[src/rtl/pz_pkg.sv]
`default_nettype none
// +--------------------------------------------------------------------+
// | Module   : pz_pkg                                                   |
// | Purpose  : Shared operation codes for the program-counter unit      |
// | Revision : 1.0                                                      |
// +--------------------------------------------------------------------+
package pz_pkg;

  localparam int MODUS_W = 3;

  localparam logic [MODUS_W-1:0] MODUS_INC    = 3'd0;
  localparam logic [MODUS_W-1:0] MODUS_JUMP   = 3'd1;
  localparam logic [MODUS_W-1:0] MODUS_BRANCH = 3'd2;
  localparam logic [MODUS_W-1:0] MODUS_CALL   = 3'd3;
  localparam logic [MODUS_W-1:0] MODUS_RET    = 3'd4;

endpackage
`default_nettype wire

[src/rtl/programmzahler_einheit_if.sv]
`default_nettype none
// +--------------------------------------------------------------------+
// | Module   : programmzahler_einheit_if                                |
// | Purpose  : Control-side bundle between control unit, PC unit and    |
// |            instruction fetch. master = control/fetch side,          |
// |            slave = program-counter unit.                            |
// | Revision : 1.0                                                      |
// +--------------------------------------------------------------------+
interface programmzahler_einheit_if
  import pz_pkg::*;
#(
  parameter int WIDTH        = 26,
  parameter int OFFSET_WIDTH = 16,
  parameter int STACK_DEPTH  = 8
);
  localparam int DEPTH_W = $clog2(STACK_DEPTH + 1);

  logic                    Halten;
  logic [MODUS_W-1:0]      Modus;
  logic [WIDTH-1:0]        Ziel;
  logic [OFFSET_WIDTH-1:0] Offset;
  logic [WIDTH-1:0]        AktuellerPC;
  logic [DEPTH_W-1:0]      StapelTiefe;
  logic                    Ueberlauf;
  logic                    Unterlauf;

  modport master (
    output Halten, Modus, Ziel, Offset,
    input  AktuellerPC, StapelTiefe, Ueberlauf, Unterlauf
  );

  modport slave (
    input  Halten, Modus, Ziel, Offset,
    output AktuellerPC, StapelTiefe, Ueberlauf, Unterlauf
  );

endinterface
`default_nettype wire

[src/rtl/programmzahler_einheit_ruecksprung_stapel.sv]
`default_nettype none
// +--------------------------------------------------------------------+
// | Module   : ruecksprung_stapel                                       |
// | Purpose  : Circular return-address stack. A push on a full stack    |
// |            overwrites the oldest entry; depth saturates.            |
// | Revision : 1.0                                                      |
// +--------------------------------------------------------------------+
module ruecksprung_stapel #(
  parameter int WIDTH       = 26,
  parameter int STACK_DEPTH = 8
) (
  input  wire logic                               TaktSignal,
  input  wire logic                               Reset,
  input  wire logic                               push,
  input  wire logic                               pop,
  input  wire logic [WIDTH-1:0]                   din,
  output logic      [WIDTH-1:0]                   dout,
  output logic      [$clog2(STACK_DEPTH+1)-1:0]   depth,
  output logic                                    full,
  output logic                                    empty
);
  localparam int PTR_W   = $clog2(STACK_DEPTH);
  localparam int DEPTH_W = $clog2(STACK_DEPTH + 1);

  // Circular indexing relies on the pointer wrapping naturally.
  if (STACK_DEPTH < 2 || (STACK_DEPTH & (STACK_DEPTH - 1)) != 0) begin : g_depth_check
    $error("STACK_DEPTH must be a power of two and at least 2");
  end

  logic [WIDTH-1:0]   mem_q [STACK_DEPTH];
  logic [PTR_W-1:0]   wp_q, wp_d;
  logic [DEPTH_W-1:0] depth_q, depth_d;

  assign full  = (depth_q == DEPTH_W'(STACK_DEPTH));
  assign empty = (depth_q == '0);
  assign depth = depth_q;
  assign dout  = mem_q[wp_q - PTR_W'(1)];

  // Pointer and depth bookkeeping; push wins if both are requested.
  always_comb begin
    wp_d    = wp_q;
    depth_d = depth_q;
    if (push) begin
      wp_d = wp_q + PTR_W'(1);
      if (!full) depth_d = depth_q + DEPTH_W'(1);
    end else if (pop && !empty) begin
      wp_d    = wp_q - PTR_W'(1);
      depth_d = depth_q - DEPTH_W'(1);
    end
  end

  // Pointer/depth registers, cleared asynchronously.
  always_ff @(posedge TaktSignal or posedge Reset) begin
    if (Reset) begin
      wp_q    <= '0;
      depth_q <= '0;
    end else begin
      wp_q    <= wp_d;
      depth_q <= depth_d;
    end
  end

  // Storage array; contents are meaningless after reset, so no clear.
  always_ff @(posedge TaktSignal) begin
    if (push) mem_q[wp_q] <= din;
  end

endmodule
`default_nettype wire

[src/rtl/programmzahler_einheit.sv]
`default_nettype none
// +--------------------------------------------------------------------+
// | Module   : programmzahler_einheit                                   |
// | Purpose  : Program counter with stall, jump, relative branch and    |
// |            call/return via a circular return-address stack.         |
// |            Define PZ_TRAP_EN to redirect stack errors to            |
// |            TRAP_VECTOR instead of overwrite / INC fallback.         |
// | Revision : 1.0                                                      |
// +--------------------------------------------------------------------+
module programmzahler_einheit
  import pz_pkg::*;
#(
  parameter int               WIDTH        = 26,
  parameter int               OFFSET_WIDTH = 16,
  parameter int               STACK_DEPTH  = 8,
  parameter logic [WIDTH-1:0] RESET_VECTOR = '0,
  parameter logic [WIDTH-1:0] TRAP_VECTOR  = 'h3FFFF00
) (
  input wire logic                TaktSignal,
  input wire logic                Reset,
  programmzahler_einheit_if.slave bus
);
  localparam int DEPTH_W = $clog2(STACK_DEPTH + 1);

`ifdef PZ_TRAP_EN
  localparam bit TRAP_EN = 1'b1;
`else
  localparam bit TRAP_EN = 1'b0;
`endif

  logic [WIDTH-1:0]   pc_q, pc_d;
  logic               ueberlauf_q, ueberlauf_d;
  logic               unterlauf_q, unterlauf_d;
  logic [WIDTH-1:0]   pc_inc;
  logic [WIDTH-1:0]   offset_ext;
  logic               push, pop;
  logic [WIDTH-1:0]   stack_top;
  logic [DEPTH_W-1:0] stack_depth;
  logic               stack_full, stack_empty;

  assign pc_inc     = pc_q + WIDTH'(1);
  assign offset_ext = WIDTH'($signed(bus.Offset));

  ruecksprung_stapel #(
    .WIDTH       (WIDTH),
    .STACK_DEPTH (STACK_DEPTH)
  ) u_stapel (
    .TaktSignal (TaktSignal),
    .Reset      (Reset),
    .push       (push),
    .pop        (pop),
    .din        (pc_inc),
    .dout       (stack_top),
    .depth      (stack_depth),
    .full       (stack_full),
    .empty      (stack_empty)
  );

  // Next-PC selection, stack requests and sticky error flags.
  always_comb begin
    pc_d        = pc_q;
    ueberlauf_d = ueberlauf_q;
    unterlauf_d = unterlauf_q;
    push        = 1'b0;
    pop         = 1'b0;
    if (!bus.Halten) begin
      case (bus.Modus)
        MODUS_JUMP:   pc_d = bus.Ziel;
        MODUS_BRANCH: pc_d = pc_q + offset_ext;
        MODUS_CALL: begin
          if (stack_full) ueberlauf_d = 1'b1;
          if (stack_full && TRAP_EN) begin
            pc_d = TRAP_VECTOR;
          end else begin
            // On a full stack without trapping, the oldest entry is lost.
            push = 1'b1;
            pc_d = bus.Ziel;
          end
        end
        MODUS_RET: begin
          if (stack_empty) begin
            unterlauf_d = 1'b1;
            pc_d        = TRAP_EN ? TRAP_VECTOR : pc_inc;
          end else begin
            pop  = 1'b1;
            pc_d = stack_top;
          end
        end
        default:      pc_d = pc_inc;  // INC and reserved codes
      endcase
    end
  end

  // PC and flag registers, cleared asynchronously.
  always_ff @(posedge TaktSignal or posedge Reset) begin
    if (Reset) begin
      pc_q        <= RESET_VECTOR;
      ueberlauf_q <= 1'b0;
      unterlauf_q <= 1'b0;
    end else begin
      pc_q        <= pc_d;
      ueberlauf_q <= ueberlauf_d;
      unterlauf_q <= unterlauf_d;
    end
  end

  assign bus.AktuellerPC = pc_q;
  assign bus.StapelTiefe = stack_depth;
  assign bus.Ueberlauf   = ueberlauf_q;
  assign bus.Unterlauf   = unterlauf_q;

endmodule
`default_nettype wire

[src/flat_wrapper.sv]
// flat-port wrapper written by rule: the top's interface ports become plain ports
module programmzahler_einheit_flat import pz_pkg::*;
#(
  parameter int               WIDTH        = 26,
  parameter int               OFFSET_WIDTH = 16,
  parameter int               STACK_DEPTH  = 8,
  parameter logic [WIDTH-1:0] RESET_VECTOR = '0,
  parameter logic [WIDTH-1:0] TRAP_VECTOR  = 'h3FFFF00
)
  (TaktSignal, Reset, bus_Halten, bus_Modus, bus_Ziel, bus_Offset, bus_AktuellerPC, bus_StapelTiefe, bus_Ueberlauf, bus_Unterlauf);
  programmzahler_einheit_if #(.WIDTH(WIDTH), .OFFSET_WIDTH(OFFSET_WIDTH), .STACK_DEPTH(STACK_DEPTH)) bus_i ();
  input wire logic TaktSignal;
  input wire logic Reset;
  input wire logic [$bits(bus_i.Halten)-1:0] bus_Halten;
  input wire logic [$bits(bus_i.Modus)-1:0] bus_Modus;
  input wire logic [$bits(bus_i.Ziel)-1:0] bus_Ziel;
  input wire logic [$bits(bus_i.Offset)-1:0] bus_Offset;
  output wire logic [$bits(bus_i.AktuellerPC)-1:0] bus_AktuellerPC;
  output wire logic [$bits(bus_i.StapelTiefe)-1:0] bus_StapelTiefe;
  output wire logic [$bits(bus_i.Ueberlauf)-1:0] bus_Ueberlauf;
  output wire logic [$bits(bus_i.Unterlauf)-1:0] bus_Unterlauf;
  assign bus_i.Halten = bus_Halten;
  assign bus_i.Modus = bus_Modus;
  assign bus_i.Ziel = bus_Ziel;
  assign bus_i.Offset = bus_Offset;
  assign bus_AktuellerPC = bus_i.AktuellerPC;
  assign bus_StapelTiefe = bus_i.StapelTiefe;
  assign bus_Ueberlauf = bus_i.Ueberlauf;
  assign bus_Unterlauf = bus_i.Unterlauf;
  programmzahler_einheit #(.WIDTH(WIDTH), .OFFSET_WIDTH(OFFSET_WIDTH), .STACK_DEPTH(STACK_DEPTH), .RESET_VECTOR(RESET_VECTOR), .TRAP_VECTOR(TRAP_VECTOR)) u_core (.TaktSignal(TaktSignal), .Reset(Reset), .bus(bus_i));
endmodule
[config.mk]
export PLATFORM = sky130hd
export DESIGN_NAME = programmzahler_einheit_flat
export DESIGN_NICKNAME = d
export VERILOG_FILES = /design/src/rtl/pz_pkg.sv /design/src/rtl/programmzahler_einheit_if.sv /design/src/rtl/programmzahler_einheit_ruecksprung_stapel.sv /design/src/rtl/programmzahler_einheit.sv /design/src/flat_wrapper.sv
export SDC_FILE = /design/constraint.sdc
export NUM_CORES = 1
export LEC_CHECK = 0
export ABC_AREA = 1
export CAP_MARGIN = 20
export CORE_MARGIN = 2
export CORE_UTILIZATION = 30
export CTS_CLUSTER_SIZE = 16
export DETAILED_ROUTE_END_ITERATION = 8
export PLACE_DENSITY = 0.48
export SYNTH_ARGS = -nofsm -noshare
export SYNTH_HDL_FRONTEND = slang
export SYNTH_SLANG_ARGS = --single-unit
[constraint.sdc]
create_clock -name TaktSignal -period 7.3 [get_ports TaktSignal]
set_input_delay 1.095 -clock TaktSignal [delete_from_list [all_inputs] [get_ports TaktSignal]]
set_output_delay 1.095 -clock TaktSignal [all_outputs]
set_load 0.02 [all_outputs]
==> results.md, run 1 <==
- Status: completed
- Via Count: 10,200
- Peak supply drop: 0.182 mV
- Yosys warning total: 0
- Slew @ Worst Pin: 1090 ps
- CTS H-tree depth: 1
- Die X: 212 um
- Final core occ: 0.357
- R2R depth: 14
- Clk buf depth: 3
- Die ar.: 45,100 sq um
- CP Data Required Time: 7700 ps
- Share of layout cells above drive strength 1: 0.0744
- Routed Antenna Nets: 0
- PortBufs: 79
- Post-synthesis cell count: 1,456
- RSZ-0062 raised after global routing: no
- Core ar.: 43,000 sq um
- Most common cell after layout, fill and taps aside: nand2_1
- Max-slew violation count: 0
- Dpl cell area: 14,400 sq um
- Largest net degree at the start of global routing: 71
- Period utilization: 0.575
- Part of the power in combinational logic: 0.417
- Post-Route WL: 38.3 mm
- Netlist cell types: 49
- FFs w/ async S/R, synth: 0.144
- # fillers: 4,453
- Root buffer cell: clkbuf_16
- Synth Flop Type: edfxtp_1
- Critical setup path kind: register to register
- Reg area: 7120 sq um
- Crit start category: register
- DR vias/cell: 4.77
- Final hold vios: 0
- Post-route minimum period: 4200 ps
- Largest cells by area after synthesis: edfxtp_1, nand2_1, dfrtp_1, nor2_1, o21ai_0
- Gp weighted congestion: 0.916
- Cell taking the most area after synthesis: edfxtp_1
- Antenna diode count: 0
- Non-Filler Cell Area, Final: 15,300 sq um
- Clock Sinks: 243
- IO Count: 80
- Cell Count Post-Placement: 2,084
- Vias in the first global route: 9,871
- Final worst setup slack: 3100 ps
- Post CTS Setup Buffer Count: 0
- Worst EP arrival: 4600 ps
- Final Skew: 17.1 ps
- Relative max-transition margin: 0.272
- Placement Setup Slack: 2630 ps
- Worst skew pair latency: 520 ps
- DRT Pass-1 Iters: 5
- Post-synthesis area per instance: 8.94 sq um
- CP max FO: 55
- Final TNS setup: 0 ps
- Post-Syn Area: 13,000 sq um
- Sequential area share after synthesis: 0.547
- CTS clk-pin slew, worst paths: 60 ps
- Die Span Y: 212 um
- Peak Freq: 238 MHz
- Cts hold-fix bufs: 0
- Total CTS buffers: 25
- PwrDens: 370 nW/um^2
- HPWL after DPL: 26.9 mm
- First-pass GRT wire length: 58.6 mm
- Initial Util: 0.303
- Area share of the largest cell type after synthesis: 0.480
- Cell Rows: 76
- TritonCTS clock tree: built
- DR iter-0 viols: 647
- Gr usage total: 0.170
- Syn_nets: 1,536
- Sw Share: 0.413
- Final net count: 1,606
- Seq pwr share: 0.332
- Reg2Reg Setup Slack: 3100 ps
- Leakage power: 6.19 nW
- Area Growth Syn to Fin: 17.9%
- Area of the multi-input gates: 5010 sq um
- Max-Cap Viols: 0
- Initial antenna violation count: 0
- Crit. End Element: register
- WHS Path Cells: 1
- Grt total ovfl: 0
- WL/cell: 18.0 um
- P_int: 3.33 mW
- Number of synthesized register bits: 243
- Hold crit path type: register to register
- Most frequent cells in the layout: nand2_1, edfxtp_1, nor2_1
- PostCTS Resize Cnt: 0
- DRC viols: 0
- Psw: 2.34 mW
- Clock power frac: 0.251
- Final non-filler cell total: 2,130
- EDFF count, synth: 208
- Setup violators final: 0
[power groups by stage]
stage / Clock [mW] / Sequential (mW) / Combinational, mW
4_1_cts: 1.45 / 1.89 / 2.39
6_report: 1.42 / 1.88 / 2.37
3_5_place_dp: 0 / 1.91 / 2.38
5_1_grt: 1.50 / 1.91 / 2.66
3_3_place_gp: 0 / 1.92 / 2.37
2_1_floorplan: 0 / 1.90 / 1.59
[layout make-up]
class	count	area share
inverter	166	0.0407
multi-input combinational	994	0.327
timing repair buffer	96	0.0599
clock buffer	36	0.0488
tap	585	0.0477
clock inverter	10	0.0120
sequential	243	0.464
[stage by stage]
stage | power [mW] | hold WS (ps)
2_1_floorplan | 3.49 | 565
3_3_place_gp | 4.28 | 470
3_5_place_dp | 4.29 | 464
4_1_cts | 5.73 | 478
5_1_grt | 6.06 | 484
6_report | 5.68 | 475
[metal layers]
metal	routed length (um)	GRT usage
met5	0	0
met4	812	0.0412
met1	18300	0.244
met2	17800	0.281
met3	1400	0.0117
[flip-flops by register name (all words and copies together) (netlist names)]
register,flops
u_core.u_stapel.depth,4
u_core.bus.Unterlauf,1
u_core.bus.Ueberlauf,1
u_core.bus.AktuellerPC,26
u_core.u_stapel.wp_q,3
u_core.u_stapel.mem_q,208
[Yosys cell counts, types with 7 or more instances]
master    count
a21oi_1      68
buf_2        22
buf_4        12
clkbuf_1     13
dfrtp_1      35
edfxtp_1    208
ha_1         30
inv_1       159
nand2_1     369
nand3_1     101
nand3b_1      7
nand4_1      15
nor2_1      165
nor3_1       10
o21ai_0     120
o21ai_1      10
o221ai_1     20
xor2_1       15
[worst max-delay path: stages, from the launching register on]
cell	delay, ps
dfrtp_2	780
clkinv_2	90
buf_4	320
ha_1	370
buf_4	520
inv_1	490
buf_4	400
o21ai_0	130
nor2_1	60
o21ai_0	360
o21ai_0	220
a21oi_1	150
nand2_1	60
nand2_1	50
nand2_1	40
[kinds of logic after synthesis]
logic type | Yosys count | synth area share
AOI/OAI and AO/OA | 237 | 0.101
xor gates and xnor gates | 20 | 0.0166
adders and majority gates | 32 | 0.0319
buffers and inverters | 219 | 0.0701
DFF | 243 | 0.547
and+or+nand+nor | 705 | 0.233
[path summary, 6_finish.rpt]
kind | from | endpoint
max | u_core.u_stapel.wp_q[0]$_DFFE_PP0P_ | u_core.bus.AktuellerPC[17]$_DFFE_PP0N_
min | u_core.bus.Ueberlauf$_DFFE_PP0P_ | u_core.bus.Ueberlauf$_DFFE_PP0P_
max reg2reg | u_core.u_stapel.wp_q[0]$_DFFE_PP0P_ | u_core.bus.AktuellerPC[17]$_DFFE_PP0N_
min reg2reg | u_core.bus.Ueberlauf$_DFFE_PP0P_ | u_core.bus.Ueberlauf$_DFFE_PP0P_
max in group asynchronous | Reset | u_core.bus.Unterlauf$_DFFE_PP0P_
min in group asynchronous | Reset | u_core.u_stapel.wp_q[2]$_DFFE_PP0P_
No activity file was read; power rests on OpenSTA's default activity.
==> inputs of run 2 (changes only) <==
==> constraint.sdc (replaced) <==
create_clock -name TaktSignal -period 4.01 [get_ports TaktSignal]
set_input_delay 0.6015 -clock TaktSignal [delete_from_list [all_inputs] [get_ports TaktSignal]]
set_output_delay 0.6015 -clock TaktSignal [all_outputs]
set_load 0.02 [all_outputs]
==> results.md, run 2 (synthesized netlist as in run 1, its figures left out) <==
- Status: completed (unchanged)
- Die ar.: 45,100 sq um (unchanged)
- Initial Util: 0.303 (unchanged)
- CP Data Required Time: 4430 ps (was 7700 ps)
- Relative max-transition margin: 0.391 (was 0.272)
- Dpl cell area: 14,500 sq um (was 14,400 sq um)
- CTS clk-pin slew, worst paths: 60 ps (about the same)
- Peak supply drop: 0.454 mV (was 0.182 mV)
- Final TNS setup: 0 ps (unchanged)
- Largest net degree at the start of global routing: 66 (was 71)
- Area Growth Syn to Fin: 17.5% (was 17.9%)
- TritonCTS clock tree: built (unchanged)
- Peak Freq: 334 MHz (was 238 MHz)
- Cell Rows: 76 (unchanged)
- # fillers: 4,464 (was 4,453)
- Die X: 212 um (unchanged)
- PwrDens: 662 nW/um^2 (was 370 nW/um^2)
- IO Count: 80 (unchanged)
- Final Skew: 10.4 ps (was 17.1 ps)
- Final worst setup slack: 1020 ps (was 3100 ps)
- Most common cell after layout, fill and taps aside: nand2_1 (unchanged)
- Most frequent cells in the layout: nand2_1, edfxtp_1, nor2_1 (unchanged)
- Worst EP arrival: 3420 ps (was 4600 ps)
- Final net count: 1,620 (was 1,606)
- Non-Filler Cell Area, Final: 15,300 sq um (about the same)
- Area of the multi-input gates: 5010 sq um (unchanged)
- Final hold vios: 0 (unchanged)
- Max-slew violation count: 0 (unchanged)
- Final hold slack: 490 ps (was 475 ps)
- Routed Antenna Nets: 0 (unchanged)
- Total CTS buffers: 25 (unchanged)
- Period utilization: 0.746 (was 0.575)
- Gr usage total: 0.186 (was 0.170)
- Leakage power: 6.17 nW (was 6.19 nW)
- Post-route minimum period: 2990 ps (was 4200 ps)
- Placement Setup Slack: 735 ps (was 2630 ps)
- Core ar.: 43,000 sq um (unchanged)
- Crit start category: register (unchanged)
- Clock Sinks: 243 (unchanged)
- Critical setup path kind: register to register (unchanged)
- Antenna diode count: 0 (unchanged)
- Initial antenna violation count: 0 (unchanged)
- DRC viols: 0 (unchanged)
- Gp weighted congestion: 0.878 (was 0.916)
- Crit. End Element: register (unchanged)
- Setup violators final: 0 (unchanged)
- Root buffer cell: clkbuf_16 (unchanged)
- PostCTS Resize Cnt: 0 (unchanged)
- Max-Cap Viols: 0 (unchanged)
- Post CTS Setup Buffer Count: 0 (unchanged)
- Cts hold-fix bufs: 0 (unchanged)
- Hold crit path type: input port to async pin (was register to register)
- PortBufs: 79 (unchanged)
- Vias in the first global route: 10,200 (was 9,871)
- HPWL after DPL: 29.2 mm (was 26.9 mm)
- DR iter-0 viols: 800 (was 647)
- Share of layout cells above drive strength 1: 0.0740 (was 0.0744)
- Post-Route WL: 41.6 mm (was 38.3 mm)
- CTS H-tree depth: 1 (unchanged)
- Worst skew pair latency: 530 ps (was 520 ps)
- Die Span Y: 212 um (unchanged)
- WL/cell: 19.4 um (was 18.0 um)
- Clk buf depth: 3 (unchanged)
- Grt total ovfl: 0 (unchanged)
- RSZ-0062 raised after global routing: no (unchanged)
- First-pass GRT wire length: 62.8 mm (was 58.6 mm)
- Reg area: 7120 sq um (unchanged)
- Largest Register: u_core.u_stapel.mem_q (unchanged)
- Final Power: 10.1 mW (was 5.68 mW)
- DR vias/cell: 4.81 (was 4.77)
- CP max FO: 22 (was 55)
- Number of flip-flops in the largest register: 208 (unchanged)
- Via Count: 10,300 (was 10,200)
- Slew @ Worst Pin: 910 ps (was 1090 ps)
- DRT Pass-1 Iters: 5 (unchanged)
run 2: cell count changes in the layout (fill, tap and decap cells not counted), sizes merged:
cell	previous run	this run
clkinv	4	10
inv	165	164
clkinvlp	2	0
buf	17	31
clkbuf	36	32
bufinv	5	2
run 2: final cells by class:
class | instances | share of cell area
clock buffers | 32 | 0.0426
clock inverters | 10 | 0.00598
inverters | 166 | 0.0408
multi-input cells | 994 | 0.328
flip-flops and latches | 243 | 0.466
well taps | 585 | 0.0479
repair buffers | 110 | 0.0686
run 2: power breakdown:
part           switching, mW  total [mW]  leakage, nW  internal [mW]
clock                  0.960        2.22        0.359           1.26
sequential             0.267        3.39         2.29           3.12
combinational           3.12        4.50         3.53           1.38
total                   4.35        10.1         6.17           5.77
run 2: worst paths after layout:
check                                                          to  slack (ps)  cells after the start                           startpoint
hold reg to reg                  u_core.bus.Unterlauf$_DFFE_PP0P_         490                      1     u_core.bus.Unterlauf$_DFFE_PP0P_
setup reg to reg           u_core.bus.AktuellerPC[25]$_DFFE_PP0N_        1020                     13  u_core.u_stapel.wp_q[1]$_DFFE_PP0P_
min in group TaktSignal          u_core.bus.Unterlauf$_DFFE_PP0P_         490                      1     u_core.bus.Unterlauf$_DFFE_PP0P_
hold / removal               u_core.u_stapel.depth[0]$_DFFE_PP0P_         490                      2                                Reset
max in group asynchronous        u_core.bus.Unterlauf$_DFFE_PP0P_        2740                      3                                Reset
setup / recovery           u_core.bus.AktuellerPC[25]$_DFFE_PP0N_        1020                     13  u_core.u_stapel.wp_q[1]$_DFFE_PP0P_
run 2: per-stage QoR:
stage                util  cells
floorplan               -   1456
global placement    0.338   2098
detailed placement  0.338   2098
CTS                 0.356   2140
global route        0.356   2140
finish              0.356   2140
run 2: per-layer routing:
layer  part of all wire  wire length [um]  track usage
met1               0.45             18900        0.250
met2               0.48             19900        0.318
met3              0.044              1830       0.0188
met4              0.023               974       0.0533
met5                  0                 0            0
run 2: critical path: stages (launching register included):
cell and delay, ps:
dfrtp_1 490, inv_1 160, ha_1 320, inv_1 630
buf_4 360, nand3_1 100, nand3_1 110, nand3_1 100
nand2_1 80, inv_1 40, a21oi_1 280, nand2_1 90
nand2_1 60, nand2_1 40
==> inputs of run 3 (changes only) <==
--- a/config.mk
+++ b/config.mk
@@ -11,7 +11,7 @@
 export CORE_UTILIZATION = 30
 export CTS_CLUSTER_SIZE = 16
 export DETAILED_ROUTE_END_ITERATION = 8
-export PLACE_DENSITY = 0.48
+export PLACE_DENSITY = 0.5
 export SYNTH_ARGS = -nofsm -noshare
 export SYNTH_HDL_FRONTEND = slang
 export SYNTH_SLANG_ARGS = --single-unit
==> constraint.sdc (replaced) <==
create_clock -name TaktSignal -period 2.7 [get_ports TaktSignal]
set_input_delay 0.405 -clock TaktSignal [delete_from_list [all_inputs] [get_ports TaktSignal]]
set_output_delay 0.405 -clock TaktSignal [all_outputs]
set_load 0.02 [all_outputs]
==> results.md, run 3 (synthesized netlist as in run 1, its figures left out) <==
- Status: completed (unchanged)
- DR vias/cell: 4.78 (was 4.81)
- PortBufs: 79 (unchanged)
- Die ar.: 45,100 sq um (unchanged)
- Worst EP arrival: 2860 ps (was 3420 ps)
- Worst path depth: 12 (was 13)
- Grt total ovfl: 0 (unchanged)
- CP Data Required Time: 3120 ps (was 4430 ps)
- Total CTS buffers: 25 (unchanged)
- Seq pwr share: 0.319 (was 0.335)
- Final hold slack: 310 ps (was 490 ps)
- DRT Pass-1 Iters: 6 (was 5)
- Leakage power: 6.48 nW (was 6.17 nW)
- PostCTS Resize Cnt: 0 (unchanged)
- Period utilization: 0.901 (was 0.746)
- Most frequent cells in the layout: nand2_1, edfxtp_1, nor2_1 (unchanged)
- Worst skew pair latency: 540 ps (was 530 ps)
- Critical setup path kind: register to register (unchanged)
- IO Count: 80 (unchanged)
- Part of the power in combinational logic: 0.459 (was 0.445)
- Post CTS Setup Buffer Count: 0 (unchanged)
- CP max FO: 13 (was 22)
- Root buffer cell: clkbuf_16 (unchanged)
- Final net count: 1,670 (was 1,620)
- Peak Freq: 411 MHz (was 334 MHz)
- Worst path bufs/invs: 3 (was 4)
- Final Power: 15.4 mW (was 10.1 mW)
- Post-route minimum period: 2430 ps (was 2990 ps)
- Largest Register: u_core.u_stapel.mem_q (unchanged)
- Crit path to: u_core.bus.AktuellerPC[20]$_DFFE_PP0N_ (was u_core.bus.AktuellerPC[25]$_DFFE_PP0N_)
- Clk buf depth: 3 (unchanged)
- Cell Rows: 76 (unchanged)
- Clock power frac: 0.221 (was 0.220)
- Slew @ Worst Pin: 948 ps (was 910 ps)
- Relative max-transition margin: 0.364 (was 0.391)
- Die X: 212 um (unchanged)
- Core ar.: 43,000 sq um (unchanged)
- CP max-delay cell: xnor2_4 (was inv_1)
- R2r startpoint: u_core.u_stapel.wp_q[0]$_DFFE_PP0P_ (was u_core.u_stapel.wp_q[1]$_DFFE_PP0P_)
- Via Count: 10,500 (was 10,300)
- Crit start category: register (unchanged)
- Max-Cap Viols: 0 (unchanged)
- Reg2Reg Setup Slack: 270 ps (was 1020 ps)
- Most common cell after layout, fill and taps aside: nand2_1 (unchanged)
- Gr usage total: 0.182 (was 0.186)
- P_int: 9.01 mW (was 5.77 mW)
- Peak supply drop: 0.757 mV (was 0.454 mV)
- Sw Share: 0.416 (was 0.430)
- Post-Route WL: 40.7 mm (was 41.6 mm)
- TritonCTS clock tree: built (unchanged)
- Final Skew: 18.7 ps (was 10.4 ps)
- Non-Filler Cell Area, Final: 15,800 sq um (was 15,300 sq um)
- Initial antenna violation count: 0 (unchanged)
- Setup violators final: 0 (unchanged)
- Crit. End Element: register (unchanged)
- R2R depth: 12 (was 13)
- Area Growth Syn to Fin: 21.7% (was 17.5%)
- CP top delay family: compound AO/OA/AOI/OAI gates (was buffers and inverters)
- DR iter-0 viols: 864 (was 800)
- Psw: 6.42 mW (was 4.35 mW)
- Largest net degree at the start of global routing: 107 (was 66)
- Cts hold-fix bufs: 0 (unchanged)
- DRC viols: 0 (unchanged)
- Vias in the first global route: 10,500 (was 10,200)
- Routed Antenna Nets: 0 (unchanged)
- Critical path origin: u_core.u_stapel.wp_q[0]$_DFFE_PP0P_ (was u_core.u_stapel.wp_q[1]$_DFFE_PP0P_)
- Max-slew violation count: 0 (unchanged)
- First-pass GRT wire length: 61.9 mm (was 62.8 mm)
- Slowest stage delay, CP: 490 ps (was 630 ps)
- Initial Util: 0.303 (unchanged)
- Clock Sinks: 243 (unchanged)
- Final hold vios: 0 (unchanged)
- Hold crit path type: input port to async pin (unchanged)
- RSZ-0062 raised after global routing: no (unchanged)
- WL/cell: 18.5 um (was 19.4 um)
- PwrDens: 975 nW/um^2 (was 662 nW/um^2)
- HPWL after DPL: 27.8 mm (was 29.2 mm)
- Cell Count Post-Placement: 2,148 (was 2,098)
- Final non-filler cell total: 2,193 (was 2,140)
- Antenna diode count: 0 (unchanged)
- Number of flip-flops in the largest register: 208 (unchanged)
- Gp weighted congestion: 0.909 (was 0.878)
- Worst path cell trace: inv_2, ha_1, xnor2_4, buf_4, o21ai_0, o21ai_0, o21ai_0, buf_4, a21oi_1, nand2_1, nand2_1, nand2_1 (was inv_1, ha_1, inv_1, buf_4, nand3_1, nand3_1, nand3_1, nand2_1, inv_1, a21oi_1, nand2_1, nand2_1, nand2_1)
- Share of layout cells above drive strength 1: 0.109 (was 0.0740)
- Dpl cell area: 15,000 sq um (was 14,500 sq um)
- Final core occ: 0.368 (was 0.356)
- Die Span Y: 212 um (unchanged)
- CTS H-tree depth: 1 (unchanged)
- Worst R2R End: u_core.bus.AktuellerPC[20]$_DFFE_PP0N_ (was u_core.bus.AktuellerPC[25]$_DFFE_PP0N_)
- CTS clk-pin slew, worst paths: 70 ps (was 60 ps)
## run 3: per-layer routing
layer  global-route usage  part of all wire  wire [um]
met1                0.238              0.45      18200
met2                0.318              0.48      19600
met3               0.0160             0.040       1610
met4               0.0598             0.030       1210
met5                    0                 0          0
## run 3: final cells by class
type / count / area (sq um)
fill: 4410 / 27100
sequential: 243 / 7120
multi-input combinational: 994 / 5010
timing repair buffer: 160 / 1540
tap: 585 / 732
clock buffer: 36 / 728
inverter: 166 / 623
clock inverter: 9 / 78.8
## run 3: how the worst min path moves through the flow
stage,cells past startpoint,to,startpoint,slack (ps)
after global routing,3,u_core.u_stapel.depth[1]$_DFFE_PP0P_,Reset,360
after detailed placement,1,u_core.bus.Ueberlauf$_DFFE_PP0P_,u_core.bus.Ueberlauf$_DFFE_PP0P_,460
final,3,u_core.u_stapel.depth[1]$_DFFE_PP0P_,Reset,310
after global placement,1,u_core.bus.Ueberlauf$_DFFE_PP0P_,u_core.bus.Ueberlauf$_DFFE_PP0P_,450
after floorplan,1,u_core.bus.AktuellerPC[0]$_DFFE_PP0N_,Reset,560
after CTS,3,u_core.u_stapel.depth[1]$_DFFE_PP0P_,Reset,300
## run 3: metrics by stage
step           worst slack [ps]  setup TNS [ps]
4_1_cts                     227               0
3_3_place_gp               29.9               0
2_1_floorplan              -610          -63440
5_1_grt                    39.4               0
6_report                    266               0
3_5_place_dp               26.4               0
## run 3: worst min-delay path, delay by kind of cell
family / cells / cell delay, ps
buf+inv: 3 / 910
## run 3: power by group through the flow
stage | Clock, mW | Combinational, mW | Sequential, mW
floorplan | 0 | 4.31 | 5.13
global placement | 0 | 7.09 | 5.01
detailed placement | 0 | 7.12 | 5.00
CTS | 3.49 | 7.15 | 4.93
global route | 3.64 | 7.88 | 4.97
finish | 3.41 | 7.09 | 4.93
